$ cat config.mk
export PLATFORM = sky130hd
export DESIGN_NAME = round_key_sequencer
export DESIGN_NICKNAME = d
export VERILOG_FILES = /design/src/rtl/round_key_sequencer.sv
export SDC_FILE = /design/constraint.sdc
export NUM_CORES = 2
export LEC_CHECK = 0
export BUFFER_PORTS_ARGS = -buffer_cell sky130_fd_sc_hd__buf_2
export CAP_MARGIN = 5
export CORE_AREA = 5 5 599 601
export CTS_CLUSTER_SIZE = 16
export DETAILED_ROUTE_END_ITERATION = 12
export DIE_AREA = 0 0 604 606
export SYNTH_ARGS = -nofsm -noshare
export SYNTH_HDL_FRONTEND = slang
export SYNTH_SLANG_ARGS = --single-unit
$ cat constraint.sdc
create_clock -name clk -period 5.78 [get_ports clk]
set_input_delay 0.867 -clock clk [delete_from_list [all_inputs] [get_ports clk]]
set_output_delay 0.867 -clock clk [all_outputs]
set_load 0.03 [all_outputs]
$ cat src/rtl/round_key_sequencer.sv
// rtl/round_key_sequencer.sv - registered AES round-key bank streaming keys over a valid/ready handshake
module round_key_sequencer #(
   parameter int Nk = 4,
   parameter int Nr = 10
) (
   input  logic                  clk,
   input  logic                  rst_n,
   input  logic                  keyLoad,
   input  logic [(Nr+1)*128-1:0] keysIn,
   input  logic                  start,
   input  logic                  decrypt,
   output logic [127:0]          roundKey,
   output logic [3:0]            roundIdx,
   output logic                  rkValid,
   input  logic                  rkReady,
   output logic                  rkLast,
   output logic                  keysLoaded,
   output logic                  busy
);
   localparam logic [3:0] LAST_IDX = 4'(Nr);

   // AES ties the round count to the key length; catch mismatched overrides at elaboration.
   if (Nr != Nk + 6) begin : g_param_check
      $error("round_key_sequencer: Nr must equal Nk+6");
   end

   typedef enum logic [1:0] {EMPTY, IDLE, STREAM} state_t;

   state_t       state, state_next;
   logic         begin_stream;
   logic         xfer;
   logic         dec;
   logic [3:0]   first_idx;
   logic [3:0]   next_idx;
   logic [127:0] bank [Nr+1];

   function automatic logic is_last(input logic [3:0] idx, input logic rev);
      return rev ? (idx == 4'd0) : (idx == LAST_IDX);
   endfunction

   assign xfer      = rkValid & rkReady;
   assign first_idx = decrypt ? LAST_IDX : 4'd0;
   assign next_idx  = dec ? (roundIdx - 4'd1) : (roundIdx + 4'd1);

   always_ff @(posedge clk or negedge rst_n) begin
      if (!rst_n) state <= EMPTY;
      else        state <= state_next;
   end

   // keyLoad takes priority over start in every state.
   always_comb begin
      state_next   = state;
      begin_stream = 1'b0;
      case (state)
         EMPTY:  if (keyLoad) state_next = IDLE;
         IDLE: begin
            if (start && !keyLoad) begin
               state_next   = STREAM;
               begin_stream = 1'b1;
            end
         end
         STREAM: if (keyLoad || (xfer && rkLast)) state_next = IDLE;
         default: state_next = EMPTY;
      endcase
   end

   always_ff @(posedge clk) begin
      if (keyLoad) begin
         for (int i = 0; i <= Nr; i++) bank[i] <= keysIn[(Nr+1)*128-1-i*128 -: 128];
      end
   end

   always_ff @(posedge clk or negedge rst_n) begin
      if (!rst_n) begin
         roundKey   <= '0;
         roundIdx   <= '0;
         rkValid    <= 1'b0;
         rkLast     <= 1'b0;
         keysLoaded <= 1'b0;
         busy       <= 1'b0;
         dec        <= 1'b0;
      end else begin
         if (keyLoad) keysLoaded <= 1'b1;
         if (begin_stream) begin
            dec      <= decrypt;
            roundIdx <= first_idx;
            roundKey <= bank[first_idx];
            rkLast   <= is_last(first_idx, decrypt);
            rkValid  <= 1'b1;
            busy     <= 1'b1;
         end else if (state == STREAM) begin
            // Abort or final transfer; roundKey/roundIdx keep their last values.
            if (keyLoad || (xfer && rkLast)) begin
               rkValid <= 1'b0;
               busy    <= 1'b0;
               rkLast  <= 1'b0;
            end else if (xfer) begin
               roundIdx <= next_idx;
               roundKey <= bank[next_idx];
               rkLast   <= is_last(next_idx, dec);
            end
         end
      end
   end
endmodule

# --- After elaboration in Yosys (flattened, before gate mapping) ---
# Memory sizes are Yosys's and may differ from the RTL's.
# Cells that the tools add are included.
op_classes:
  add_sub_neg: 2
  n_eq_ne: 8
  muxes: 27
  bitwise_logic: 1
  n_reduce_logical: 15
op_table:
  columns: ["cell", "n"]
  rows:
  - ["two-way mux 128 bit", 4]
  - ["two-way mux 4 bit", 6]
  - ["two-way mux 1 bit", 13]
  - ["== test 4 bit, second input constant", 2]
  - ["logical NOT 4 bit", 2]
  - ["inequality test 2 bit, second input constant", 4]
  - ["two-way mux 2 bit", 3]
  - ["one-hot mux 2 bit (3 select lines)", 1]
  - ["AND reduction 3 bit", 2]
  - ["nonzero test 2 bit", 3]
  - ["adder 4 x 1 -> 4 bit, second input constant", 1]
  - ["AND reduction 2 bit", 2]
  - ["subtractor 4 x 1 -> 4 bit, second input constant", 1]
  - ["nonzero test 3 bit", 1]
  - ["== test 2 x 1 -> 1 bit, second input constant", 1]
  - ["== test 2 bit, second input constant", 1]
  - ["logical AND 1 bit", 2]
  - ["logical NOT 2 bit", 1]
  - ["AND 1 bit", 1]
  - ["logical NOT 1 bit", 1]
  - ["logical OR 1 bit", 1]
word_totals:
  reg_bits: 138
  mem_bits_rw: 1408
  input_bits: 1414
  out_inout_bits: 136
  elab_cells: 61
  memories: 1
memory_table:
  columns: ["name", "depth", "word_bits", "rd", "rd_clocked_by_memory_dff", "wr", "line", "source"]
  rows:
  - ["bank", 11, 128, 2, 0, 11, "35", "logic [127:0] bank [Nr+1];"]

# --- Logic depth before layout (Yosys ltp) ---
logic_depth:
  depth_word: 8
  mapped_depth: 8
  ltp_nobuf: 6

# --- Least setup slack after synthesis ---
# No wires, ideal clock.
synth_path:
  path_type: "reg-to-reg"
  from: "register roundIdx[0]"
  to: "register roundKey[112]"
  arrival_ps: 2507
  t_required_ps: 5649
  setup_slack_ps: 3142
  path_stages_with_launch: 9
  period_less_slack_ps: 2638
  path_cell_list: "dfrtp_1 > fa_1 > buf_2 > buf_2 > clkbuf_1 > mux4_2 > mux2_2 > nand2_1 > o211ai_2"
synth_between:
  elab_chain_len: 7
  elab_cells_between_ends: 8
  cone_classes: "2 x add/sub; 5 x mux; 1 x memory"
synth_lines:
  columns: ["element", "line", "source"]
  rows:
  - ["from (decl)", "13", "output logic [3:0] roundIdx,"]
  - ["from (signal assigned)", "86", "roundIdx <= first_idx;"]
  - ["from (signal assigned)", "98", "roundIdx <= next_idx;"]
  - ["adder 4 x 1 -> 4 bit / subtractor 4 x 1 -> 4 bit (equally long branches)", "43", "assign next_idx = dec ? (roundIdx - 4'd1) : (roundIdx + 4'd1);"]
  - ["two-way mux 4 bit *", "43", null]
  - ["memory read (11 x 128 bit) *", null, null]
  - ["two-way mux 128 bit *", "97", "end else if (xfer) begin"]
  - ["two-way mux 128 bit *", "93", "if (keyLoad || (xfer && rkLast)) begin"]
  - ["two-way mux 128 bit *", "91", "end else if (state == STREAM) begin"]
  - ["two-way mux 128 bit *", "84", "if (begin_stream) begin"]
  - ["to (signal assigned)", "87", "roundKey <= bank[first_idx];"]
  - ["to (signal assigned)", "99", "roundKey <= bank[next_idx];"]
  - ["to (decl)", "12", "output logic [127:0] roundKey,"]
# Every way passes the cells marked *; elsewhere a longest branch is shown, timed or not. The select of a mux whose other input is x is not followed.
# A chain may end at the register's enable or synchronous reset.

# --- Worst setup path in the final report ---
layout_path:
  from: "register roundIdx[0]"
  to: "register roundKey[68]"
# Same word-level chain as after synthesis.

==> impl_metrics.json <==
{
  "clockBufferDepth": 4,
  "hold_path_class": "in2reg",
  "final_common_cell": "buf_2",
  "grt-busiest-layer": "met2",
  "hp-start": "keysIn[35]",
  "cap_violations": 0,
  "viasPerCell": 4.12,
  "vias": 40524,
  "critPathBufInv": 1,
  "setup_violations": 0,
  "maxSlewViolCount": 0,
  "internal_power_w": 0.0243,
  "grt_pass1_wl_um": 397000,
  "worstSetupPathType": "reg2reg",
  "ys.warnings.count": 0,
  "grt_use_met1": 0.182,
  "post-route-period-util": 0.683,
  "worst_path_max_delay_cell": "fa_4",
  "die_h_um": 606,
  "dr.pass1.iters": 6,
  "leakagePower_nw": 29.8,
  "cp.arrival_ns": 4.61,
  "grt_use_met2": 0.279,
  "critPathLaunch": "roundIdx[0]$_DFFE_PN0P_",
  "wl_per_cell_um": 31.6,
  "drive_above_1_share": 0.487,
  "share_comb_of_total_power": 0.249,
  "use_met3": 0.0515,
  "crit_cells": 6,
  "ys_seq_area_frac": 0.744,
  "syn_area_um2": 61400,
  "cp_max_fo": 47,
  "p_clk_frac": 0.350,
  "cts_made_buffers": 181,
  "worstMarginPinSlew_ns": 1.14,
  "cp-start-kind": "flop",
  "ys_ff_latch": 1546,
  "critPathCapture": "roundKey[68]$_DFFE_PN0P_",
  "finClkSkew_ns": 0.0415,
  "share_seq_of_total_power": 0.400,
  "root_buffer": "clkbuf_16",
  "netlist_instances": 3203,
  "p_switching_w": 0.0113,
  "grt.overflow.total": 0,
  "r2r-end": "roundKey[68]$_DFFE_PN0P_",
  "io_buffers": 1549,
  "rsz0062_at_grt": "no",
  "reg2regPathDepth": 6,
  "wl_um": 310000,
  "syn_area_per_cell_um2": 19.2,
  "dp_hpwl_um": 243000,
  "cts_sinks": 1546,
  "slew-limit-headroom": 0.238,
  "fmaxAchievable_mhz": 253,
  "core-area_um2": 352000,
  "ios": 1550,
  "outcome": "finished clean",
  "power-per-cell-area_nw_per_um2": 436,
  "total_power_w": 0.0356,
  "antenna_left": 0,
  "drc": 0,
  "ir_drop_uv": 248,
  "cts_tree": "done",
  "mostFrequentLayoutCells": "buf_2 (1546), edfxtp_1 (1408), mux2i_1 (260)",
  "clkTransAtPathRegs_ns": 0.08,
  "path_cells": "fa_4 > buf_4 > mux4_2 > mux2_2 > nand2_1 > o211ai_1",
  "fin_nets": 6221,
  "place_ws_ns": 1.68,
  "place.gp.congestion": 0.946,
  "antenna_found_initial": 232,
  "area_growth_pct": 32.8,
  "syn_nets": 4622,
  "insertion_delay_ns": 0.88,
  "crit_required_ns": 6.44,
  "yosysUniqueCellTypes": 40,
  "reg2reg_slack_ns": 1.83,
  "fin_crit_ns": 3.95,
  "rows": 218,
  "grt_use_total": 0.161,
  "r2r_start": "roundIdx[0]$_DFFE_PN0P_",
  "place_area_um2": 74800,
  "drtIter0Drc": 4709,
  "worst_slack_ns": 1.83,
  "grt_pass1_vias": 40753,
  "fp.dieW_um": 604,
  "hold_viol": 0,
  "htree_num_levels": 4,
  "design.die.area_um2": 366000,
  "worst_setup_path_end_kind": "flop",
  "slowest_delay_ns": 1.53,
  "fin_area_um2": 81600,
  "initial_core_util": 0.174,
  "grt_start_max_net_pins": 169,
  "cp_top_family": "adder cells",
  "swShare": 0.317,
  "fin_setup_tns_ns": 0
}
[power groups by stage]
stage | logic, W | registers (W) | clock network (W)
after floorplan | 0.00457 | 0.0147 | 0
after global placement | 0.00896 | 0.0144 | 0
after detailed placement | 0.00907 | 0.0144 | 0
after CTS | 0.00910 | 0.0142 | 0.0128
after global routing | 0.00946 | 0.0143 | 0.0132
final | 0.00887 | 0.0142 | 0.0125
[kinds of logic after synthesis]
| group | count (synthesis) | share of synthesized area |
|---|---|---|
| flops | 1546 | 0.744 |
| compound gates | 394 | 0.0492 |
| simple gates | 409 | 0.0261 |
| mux | 642 | 0.159 |
| fa+ha+maj | 5 | 0.00114 |
| buf+inv | 204 | 0.0194 |
| xor+xnor | 3 | 0.000428 |
[metal layers]
metal | share of wire | vias up
li1 | - | 16301
met1 | 0.35 | 20964
met2 | 0.50 | 2535
met3 | 0.096 | 658
met4 | 0.047 | 66
met5 | 0.0013 | -
[what timing repair did]
item | in CTS | in global routing
gates resized for setup | 0 | 0
hold endpoints to repair | 15 | 0
buffers inserted | 0 | 0
hold buffers | 1 | 0
[synth_stat cells]
library cell / instances / area share
o22ai_1: 1 / 0.00010
nand2b_1: 1 / 0.00010
mux4_2: 256 / 0.094
inv_1: 3 / 0.00018
ha_1: 4 / 0.00081
and3_1: 2 / 0.00020
nor2_1: 255 / 0.016
a211oi_1: 4 / 0.00049
buf_4: 18 / 0.0022
nor3_1: 1 / 0.000081
fa_1: 1 / 0.00033
mux2i_1: 260 / 0.042
a31oi_1: 126 / 0.013
o21ai_0: 1 / 0.000081
or2_2: 1 / 0.00010
or3_4: 1 / 0.00018
nand3b_1: 1 / 0.00012
buf_1: 38 / 0.0023
o211ai_2: 110 / 0.022
buf_2: 45 / 0.0037
nand2_1: 137 / 0.0084
nand3_1: 4 / 0.00033
o31ai_1: 2 / 0.00024
and4_1: 1 / 0.00014
edfxtp_1: 1408 / 0.69
and2b_2: 1 / 0.00014
and2_1: 1 / 0.00010
xnor2_1: 2 / 0.00029
o21a_1: 1 / 0.00012
mux2_2: 126 / 0.023
or4b_1: 1 / 0.00016
xor2_1: 1 / 0.00014
o211ai_1: 17 / 0.0021
a32o_1: 1 / 0.00016
buf_6: 40 / 0.0073
a21oi_1: 131 / 0.011
nor4b_1: 1 / 0.00014
nand4_4: 1 / 0.00035
dfrtp_1: 138 / 0.056
clkbuf_1: 60 / 0.0037
[final cells by class]
cell class | instances | area, um^2
fillers | 36709 | 271000
clock buffers | 227 | 4880
multi-input cells | 1453 | 14600
repair buffers | 1617 | 8630
inverters | 3 | 11.3
diodes | 142 | 355
well taps | 4730 | 5920
flip-flops and latches | 1546 | 45700
clock inverters | 110 | 1470
[stage by stage]
step / util / hold slack (ns) / std cells
after floorplan: - / 0.486 / 3203
after global placement: 0.213 / 0.454 / 9348
after detailed placement: 0.213 / 0.451 / 9348
after CTS: 0.231 / 0.0162 / 9686
after global routing: 0.231 / 0.0707 / 9790
final: 0.232 / 0.163 / 9828
[state kept, by name (all words and copies together), names as in the netlist]
| name | count |
|---|---|
| keysLoaded | 1 |
| roundIdx | 4 |
| state | 2 |
| roundKey | 128 |
| dec | 1 |
| rkLast | 1 |
| bank | 1408 |
| busy | 1 |
[how the worst min path moves through the flow]
stage,end,slack [ns],cells after the start
2_1_floorplan,state[0]$_DFFE_PN0P_,0.49,1
3_3_place_gp,keysLoaded$_DFFE_PN0P_,0.45,1
3_5_place_dp,keysLoaded$_DFFE_PN0P_,0.45,1
4_1_cts,bank[10][35]$_DFFE_PP_,0.02,1
5_1_grt,bank[2][70]$_DFFE_PP_,0.07,1
6_report,bank[10][35]$_DFFE_PP_,0.16,1
Note: power is estimated with default switching activity, not from simulation.
